<file path="config.mk">
export PLATFORM = sky130hd
export DESIGN_NAME = mem_arbiter
export DESIGN_NICKNAME = d
export VERILOG_FILES = /design/src/rtl/mem_arbiter.sv
export SDC_FILE = /design/constraint.sdc
export NUM_CORES = 1
export LEC_CHECK = 0
export CORE_UTILIZATION = 40
export CTS_CLUSTER_DIAMETER = 60
export DETAILED_ROUTE_END_ITERATION = 8
export PLACE_DENSITY = 0.9
export SYNTH_ARGS = -nofsm -noshare
export SYNTH_HDL_FRONTEND = slang
export SYNTH_SLANG_ARGS = --single-unit
</file>
<file path="constraint.sdc">
create_clock -name clk -period 1.7 [get_ports clk]
set_clock_uncertainty 0.15 [all_clocks]
set_input_delay 0.17 -clock clk [delete_from_list [all_inputs] [get_ports clk]]
set_output_delay 0.17 -clock clk [all_outputs]
set_load 0.02 [all_outputs]
</file>
<file path="src/rtl/mem_arbiter.sv">
// Two-port req/ack arbiter and access sequencer for a single-ported memory (async read, sync write).
// Define MEM_ARB_RR_EN for round-robin arbitration; the default build uses fixed priority with port 1 winning.
module mem_arbiter #(
    parameter int DATAWIDTH = 16,
    parameter int ADDRWIDTH = 20
) (
    input  logic                 clk,
    input  logic                 rst,
    input  logic                 req0,
    input  logic                 we0,
    input  logic [ADDRWIDTH-1:0] addr0,
    input  logic [DATAWIDTH-1:0] wdata0,
    output logic                 ack0,
    output logic [DATAWIDTH-1:0] rdata0,
    input  logic                 req1,
    input  logic                 we1,
    input  logic [ADDRWIDTH-1:0] addr1,
    input  logic [DATAWIDTH-1:0] wdata1,
    output logic                 ack1,
    output logic [DATAWIDTH-1:0] rdata1,
    output logic [ADDRWIDTH-1:0] mem_addr,
    output logic [DATAWIDTH-1:0] mem_wdata,
    output logic                 mem_write_n,
    output logic                 mem_enable_n,
    input  logic [DATAWIDTH-1:0] mem_rdata,
    output logic                 busy
);

    typedef enum logic [1:0] {IDLE, ACCESS, DONE} state_t;

    state_t state;
    logic   grant;
    logic   gwe;
    logic   win;

`ifdef MEM_ARB_RR_EN
    logic last;

    // On a tie the port that was not granted last time wins.
    always_comb begin
        win = req1;
        if (req0 && req1) begin
            win = ~last;
        end
    end
`else
    always_comb win = req1;
`endif

    always_ff @(posedge clk) begin
        if (rst) begin
            state        <= IDLE;
            ack0         <= 1'b0;
            ack1         <= 1'b0;
            busy         <= 1'b0;
            rdata0       <= '0;
            rdata1       <= '0;
            mem_addr     <= '0;
            mem_wdata    <= '0;
            mem_write_n  <= 1'b1;
            mem_enable_n <= 1'b1;
            grant        <= 1'b0;
            gwe          <= 1'b0;
`ifdef MEM_ARB_RR_EN
            last         <= 1'b1;
`endif
        end else begin
            case (state)
                IDLE: begin
                    if (req0 || req1) begin
                        state <= ACCESS;
                        busy  <= 1'b1;
                        grant <= win;
`ifdef MEM_ARB_RR_EN
                        last  <= win;
`endif
                        if (win) begin
                            mem_addr     <= addr1;
                            mem_wdata    <= wdata1;
                            gwe          <= we1;
                            mem_write_n  <= ~we1;
                            mem_enable_n <= we1;
                        end else begin
                            mem_addr     <= addr0;
                            mem_wdata    <= wdata0;
                            gwe          <= we0;
                            mem_write_n  <= ~we0;
                            mem_enable_n <= we0;
                        end
                    end
                end
                ACCESS: begin
                    // Read data is captured on the same edge the write commits and the strobes release.
                    state        <= DONE;
                    mem_write_n  <= 1'b1;
                    mem_enable_n <= 1'b1;
                    if (grant) begin
                        ack1 <= 1'b1;
                        if (!gwe) begin
                            rdata1 <= mem_rdata;
                        end
                    end else begin
                        ack0 <= 1'b1;
                        if (!gwe) begin
                            rdata0 <= mem_rdata;
                        end
                    end
                end
                DONE: begin
                    state <= IDLE;
                    busy  <= 1'b0;
                    ack0  <= 1'b0;
                    ack1  <= 1'b0;
                end
                default: state <= IDLE;
            endcase
        end
    end

endmodule

</file>
==> results.md, run 1 <==
* Critical Path End Type: primary output
* Count leader, synth: dfxtp_1
* First-pass GRT wire length at roughly 14 mm
* Nets at about 600
* Sequential area share after synthesis at 0.455
* Post-synth EDFFs at 0
* Crit-path cells: clkdlybuf4s50_1
* CP max stage delay at between 0.6 and 0.7 ns
* Share of the synthesized area in the top cell type at 0.455
* P_leak at between 2 and 2.5 nW
* Routed wire length at 9.27 mm
* Vias in the first global route at about 3,100
* 1st-iter DRT viols at about 140
* HPWL after DPL at 6.87 mm
* Clk slew on worst S/H paths at about 0.08 ns
* Clock latency on the worst-skew pair at 0.33 ns
* Synth Warn # at 0
* Minimum clock period at 1.63 ns
* DP Area at a little over 5000 um^2
* Fin crit share at 0.960
* Worst Path Buf+Inv at 1
* CTS tree: done
* RSZ-0062 raised after global routing: false
* Endpoints failing hold at 0
* Required @ worst endpoint at between 1 and 1.5 ns
* Largest net degree at the start of global routing at 46
* Net Count, Synth at about 440
* Total clock sinks at 77
* CP Class: flip-flop to primary output
* Synth async-reset ratio at 0
* CTS root buf: clkbuf_8
* Initial core utilization at 0.413
* Global Route Usage Sum at 0.208
* H-tree levels at 3
* Port Buf Inserts at around 170
* Clock Tree Buf Depth at 2
* Mapped Cells at between 300 and 400
* Most used DFF post-synth: dfxtp_1
* Syn Area/Cell at ~9.8 um^2
* HP Class: primary input to flip-flop
* Residual DRC at 0
* GR Overflow Total at 0
* Max-slew violations at 0
* Setup WS post-layout at 0.0678 ns
* Area grow syn2layout at 59.5%
* Min Hold Slack at around 0.19 ns
* Vias at 3,178
* Synth unique cells at 33
* Pre-CTS setup slack at -0.0730 ns
* Crit-path max FO at 2
* Count of state elements after synthesis at 77
* Post-Syn Area at 3390 um^2
* Finished Cell Area at around 5400 um^2
* Worst Tran Pin Value at between 0.2 and 0.3 ns
* Largest cells by area after synthesis: dfxtp_1, a211oi_2, mux2i_1, a21oi_1, nand2_1
* Fin Setup TNS at 0 ns
* Initial antenna violation count at 1
* Slowest CP cell: clkdlybuf4s50_1
* Critical Path AT at 1.31 ns
* CORE AREA at around 8200 um^2
* GPL Wtd Cong at approximately 0.79
* Startpoint Class: flip-flop
* Pwr dens at between 800 and 900 nW/um^2
* ANT nets after route at 0
* Share of cells above drive strength 1 at 0.175
* Max_cap viols at 0
* Vias per Instance at just over 5
* Die area at approximately 8800 um^2
* Row count at 33
* IO Count at between 150 and 200
* Final setup viols at 0
* CP delay by family, top: buffers and inverters
* Die H at 94.1 um
* Slew headroom at 0.826
* Status: complete, no violations
* Die W at about 94 um
* DRT Pass-1 Iters at 4
* VDD IR max at about 0.46 mV
* Max Freq at a little over 600 MHz
* Most frequent cells after synthesis: dfxtp_1, a21oi_1, nand2_1
* Area leader, netlist: dfxtp_1
* Drt wl/cell at 14.9 um
* Total CTS buffers at 9
sequential cells by signal, summed over array words and instances (netlist names), 2 cells and up:
signal,flops
mem_addr,20
rdata0,16
mem_wdata,16
state,2
rdata1,16
what timing repair did:
item                                   4_1_cts  5_1_grt
hold buffers                                 1        0
endpoints found under the hold margin        6        0
buffers inserted                             0        0
gates resized for setup                      0        3
setup endpoints to repair                    0        3
power breakdown:
group	internal, mW	switching, mW	leakage (nW)	total (mW)
clock	0.864	0.641	0.112	1.50
combinational	0.670	0.631	1.30	1.30
sequential	1.95	0.0849	0.633	2.04
total	3.49	1.36	2.04	4.84
stage by stage:
stage	power [mW]	utilization	instances
after floorplan	2.76	-	347
after global placement	3.34	0.628	603
after detailed placement	3.38	0.628	603
after CTS	4.90	0.657	620
after global routing	5.07	0.658	621
final	4.84	0.658	621
routing by layer:
metal	track usage	up-vias	part of all wire
met2	0.367	104	0.52
met4	0.0872	0	0.020
li1	-	1551	-
met3	0.0494	19	0.049
met1	0.238	1504	0.42
met5	0	-	0
worst min-delay path: stages:
cell	delay, ns
buf_2	0.12
buf_12	0.17
nand2_1	0.08
a21oi_1	0.07
cells in the final DEF, fill, tap and decap left out, types with 2 or more instances in the layout:
cell type / instances
clkdlybuf4s50_1: 161
nand2_1: 58
bufinv_16: 2
dlymetal6s2s_1: 3
nor2_1: 5
clkinv_2: 2
nand2_2: 10
or2_1: 2
a21oi_1: 62
buf_12: 4
a21oi_2: 10
buf_4: 15
a211oi_2: 30
clkbuf_8: 10
dfxtp_1: 77
a211oi_1: 6
mux2i_1: 36
final cells by class:
type                            instances  area [um^2]
Timing Repair Buffer                  185         1860
Clock buffer                           10          138
Antenna cell                            1         2.50
Tap cell                              105          131
Sequential cell                        77         1540
Fill cell                             652         2810
Clock inverter                          6         86.3
Multi-Input combinational cell        236         1650
Inverter                                1         3.75
path summary, 6_finish.rpt:
check	from	endpoint	slack, ns	cells past startpoint
max	rdata1[7]	rdata1[7]	0.07	1
max reg2reg	state[1]	mem_wdata[10]	0.13	5
min	req1	grant	0.19	4
min reg2reg	rdata1[1]	rdata1[1]	0.30	2
cell families after synthesis:
family / count (synthesis) / share of synthesized area
mux: 36 / 0.106
buf+inv: 34 / 0.0598
simple gates: 85 / 0.121
flops: 77 / 0.455
compound gates: 115 / 0.258
Power figures use the tool's default switching activity.
==> run 2: changes to the inputs <==
--- a/config.mk
+++ b/config.mk
@@ -5,9 +5,11 @@
 export SDC_FILE = /design/constraint.sdc
 export NUM_CORES = 1
 export LEC_CHECK = 0
+export ABC_AREA = 1
 export CORE_UTILIZATION = 40
 export CTS_CLUSTER_DIAMETER = 60
 export DETAILED_ROUTE_END_ITERATION = 8
+export GPL_TIMING_DRIVEN = 0
 export PLACE_DENSITY = 0.9
 export SYNTH_ARGS = -nofsm -noshare
 export SYNTH_HDL_FRONTEND = slang
==> run 2 against run 1 <==
- register-to-register slack better by 0.20 ns
- via count increased by 17%
- utilization shrank 0.081 points
- fmax is 1.5% lower
- global-route usage increased by 1.9 points
- sequential power barely moved
- non-clock buffer count rose by 12
- synthesized area is 0.70% lower
- worst setup slack got worse by 0.024 ns
==> results.md, run 2 <==
* Status: complete, no violations
* Commonest cells after routing, fill and taps aside: nand2_1, clkdlybuf4s50_1, dfxtp_1
* Initial antenna violation count at 0
* Share of the synthesized area in the top cell type at 0.458
* Synth async-reset ratio at 0
* Worst Path Buf+Inv at 1
* CP max stage delay at ~0.62 ns
* Global Route Usage Sum at 0.226
* VDD IR max at ~0.39 mV
* Synth unique cells at 14
* Power, Total at 4.69 mW
* Drt wl/cell at approximately 12 um
* Post-synth EDFFs at 0
* CP delay by family, top: buffers and inverters
* CTS root buf: clkbuf_8
* Crit-path cells: clkdlybuf4s50_1
* DRT Pass-1 Iters at 4
* DP Area at just over 5000 um^2
* Syn Area/Cell at ~6.5 um^2
* Vias at between 3,000 and 4,000
* CTS tree: done
* Post-Syn Area at around 3400 um^2
* Row count at 33
* Most used DFF post-synth: dfxtp_1
* Pwr dens at ~870 nW/um^2
* Most common cell after layout, fill and taps aside: nand2_1
* Critical Path AT at 1.34 ns
* Sequential area share after synthesis at 0.458
* Nets at approximately 780
* Share of cells above drive strength 1 at 0.0705
* Pre-CTS setup slack at -0.0301 ns
* Routed wire length at roughly 9.5 mm
* Largest net degree at the start of global routing at 13
* Max reg flops at 20
* Final setup viols at 0
* HPWL after DPL at approximately 7.5 mm
* Count leader, synth: nand2_1
* First-pass GRT wire length at ~16 mm
* Max Freq at a little over 600 MHz
* Vias per Instance at 4.67
* Fin cells at 800
* IO Count at ~170
* Required @ worst endpoint at 1.38 ns
* Net Count, Synth at slightly above 600
* HP Class: primary input to flip-flop
* 1st-iter DRT viols at between 100 and 150
* Minimum clock period at approximately 1.7 ns
* Largest cells by area after synthesis: dfxtp_1, nand2_1, a21oi_1, nor2_1, buf_2
* Min Hold Slack at 0.0429 ns
* H-tree levels at 3
* GPL Wtd Cong at a little over 0.8
* Crit-path max FO at 2
* Clock latency on the worst-skew pair at about 0.34 ns
* Total CTS buffers at 9
* ANT nets after route at 0
* Max-slew violations at 0
* Clock Tree Buf Depth at 2
* Count of state elements after synthesis at a little under 80
* Area leader, netlist: dfxtp_1
* Vias in the first global route at about 3,600
* Most frequent cells after synthesis: nand2_1, dfxtp_1, a21oi_1
* Hold-fix buffers, CTS at 0
* Max_cap viols at 0
* Critical Path End Type: primary output
* Endpoints failing hold at 0
* Worst Tran Pin Value at approximately 0.45 ns
* Fin crit share at 0.974
* CP Class: flip-flop to primary output
* Startpoint Class: flip-flop
* Number of diodes at 0
* Total clock sinks at 77
* Synth Warn # at 0
* Clk slew on worst S/H paths at about 0.08 ns
* Setup WS post-layout at roughly 0.044 ns
* Slowest CP cell: clkdlybuf4s50_1
* Dpl cells at 784
* Final Core Density at 0.657
* Slew headroom at 0.700
* Die H at 93.7 um
* Biggest register: mem_addr
* P_leak at approximately 2.5 nW
* GR Overflow Total at 0
* RSZ-0062 raised after global routing: false
* Fin Setup TNS at 0 ns
* Initial core utilization at 0.412
* Die area at between 8000 and 9000 um^2
* Residual DRC at 0
* Die W at 93.7 um
* CORE AREA at just over 8000 um^2
* Port Buf Inserts at roughly 170
* Filler cell count at ~660
* Finished Cell Area at about 5400 um^2
* Mapped Cells at 514
* Area grow syn2layout at 59.6%
==> run 2: path summary, 6_finish.rpt <==
path,from,to,depth (start not counted),slack (ns)
setup / recovery,mem_wdata[12],mem_wdata[12],1,0.04
hold / removal,rst,mem_addr[19],2,0.04
setup reg to reg,state[1],rdata1[11],7,0.33
hold reg to reg,ack1,ack1,2,0.31
==> run 2: cell families after synthesis <==
family | Yosys count | synth area share
AOI/OAI and AO/OA | 57 | 0.0848
and+or+nand+nor | 323 | 0.374
DFF | 77 | 0.458
buffers and inverters | 57 | 0.0836
==> run 2: area by class of cell <==
cell class / count / area [um^2] / share of cell area
Clock inverter: 3 / 42.5 / 0.00792
Buffer: 32 / 188 / 0.0349
Timing Repair Buffer: 165 / 1660 / 0.310
Multi-Input combinational cell: 380 / 1540 / 0.287
Tap cell: 105 / 131 / 0.0245
Sequential cell: 77 / 1540 / 0.287
Inverter: 25 / 93.8 / 0.0175
Clock buffer: 13 / 169 / 0.0314
==> run 2: routing by layer <==
layer / up-vias / part of all wire / GRT usage
met3: 24 / 0.091 / 0.0777
met2: 164 / 0.48 / 0.396
met5: - / 0 / 0
met4: 0 / 0.025 / 0.101
met1: 1621 / 0.41 / 0.246
li1: 1923 / - / -
==> run 2: repair_timing <==
item	CTS	global route
setup endpoints to repair	0	5
resized for setup	0	5
setup buffers	0	0
==> run 2: power breakdown <==
group	total, mW	internal (mW)	switching, mW
registers	2.02	1.94	0.0801
logic	1.22	0.599	0.625
clock network	1.44	0.797	0.643
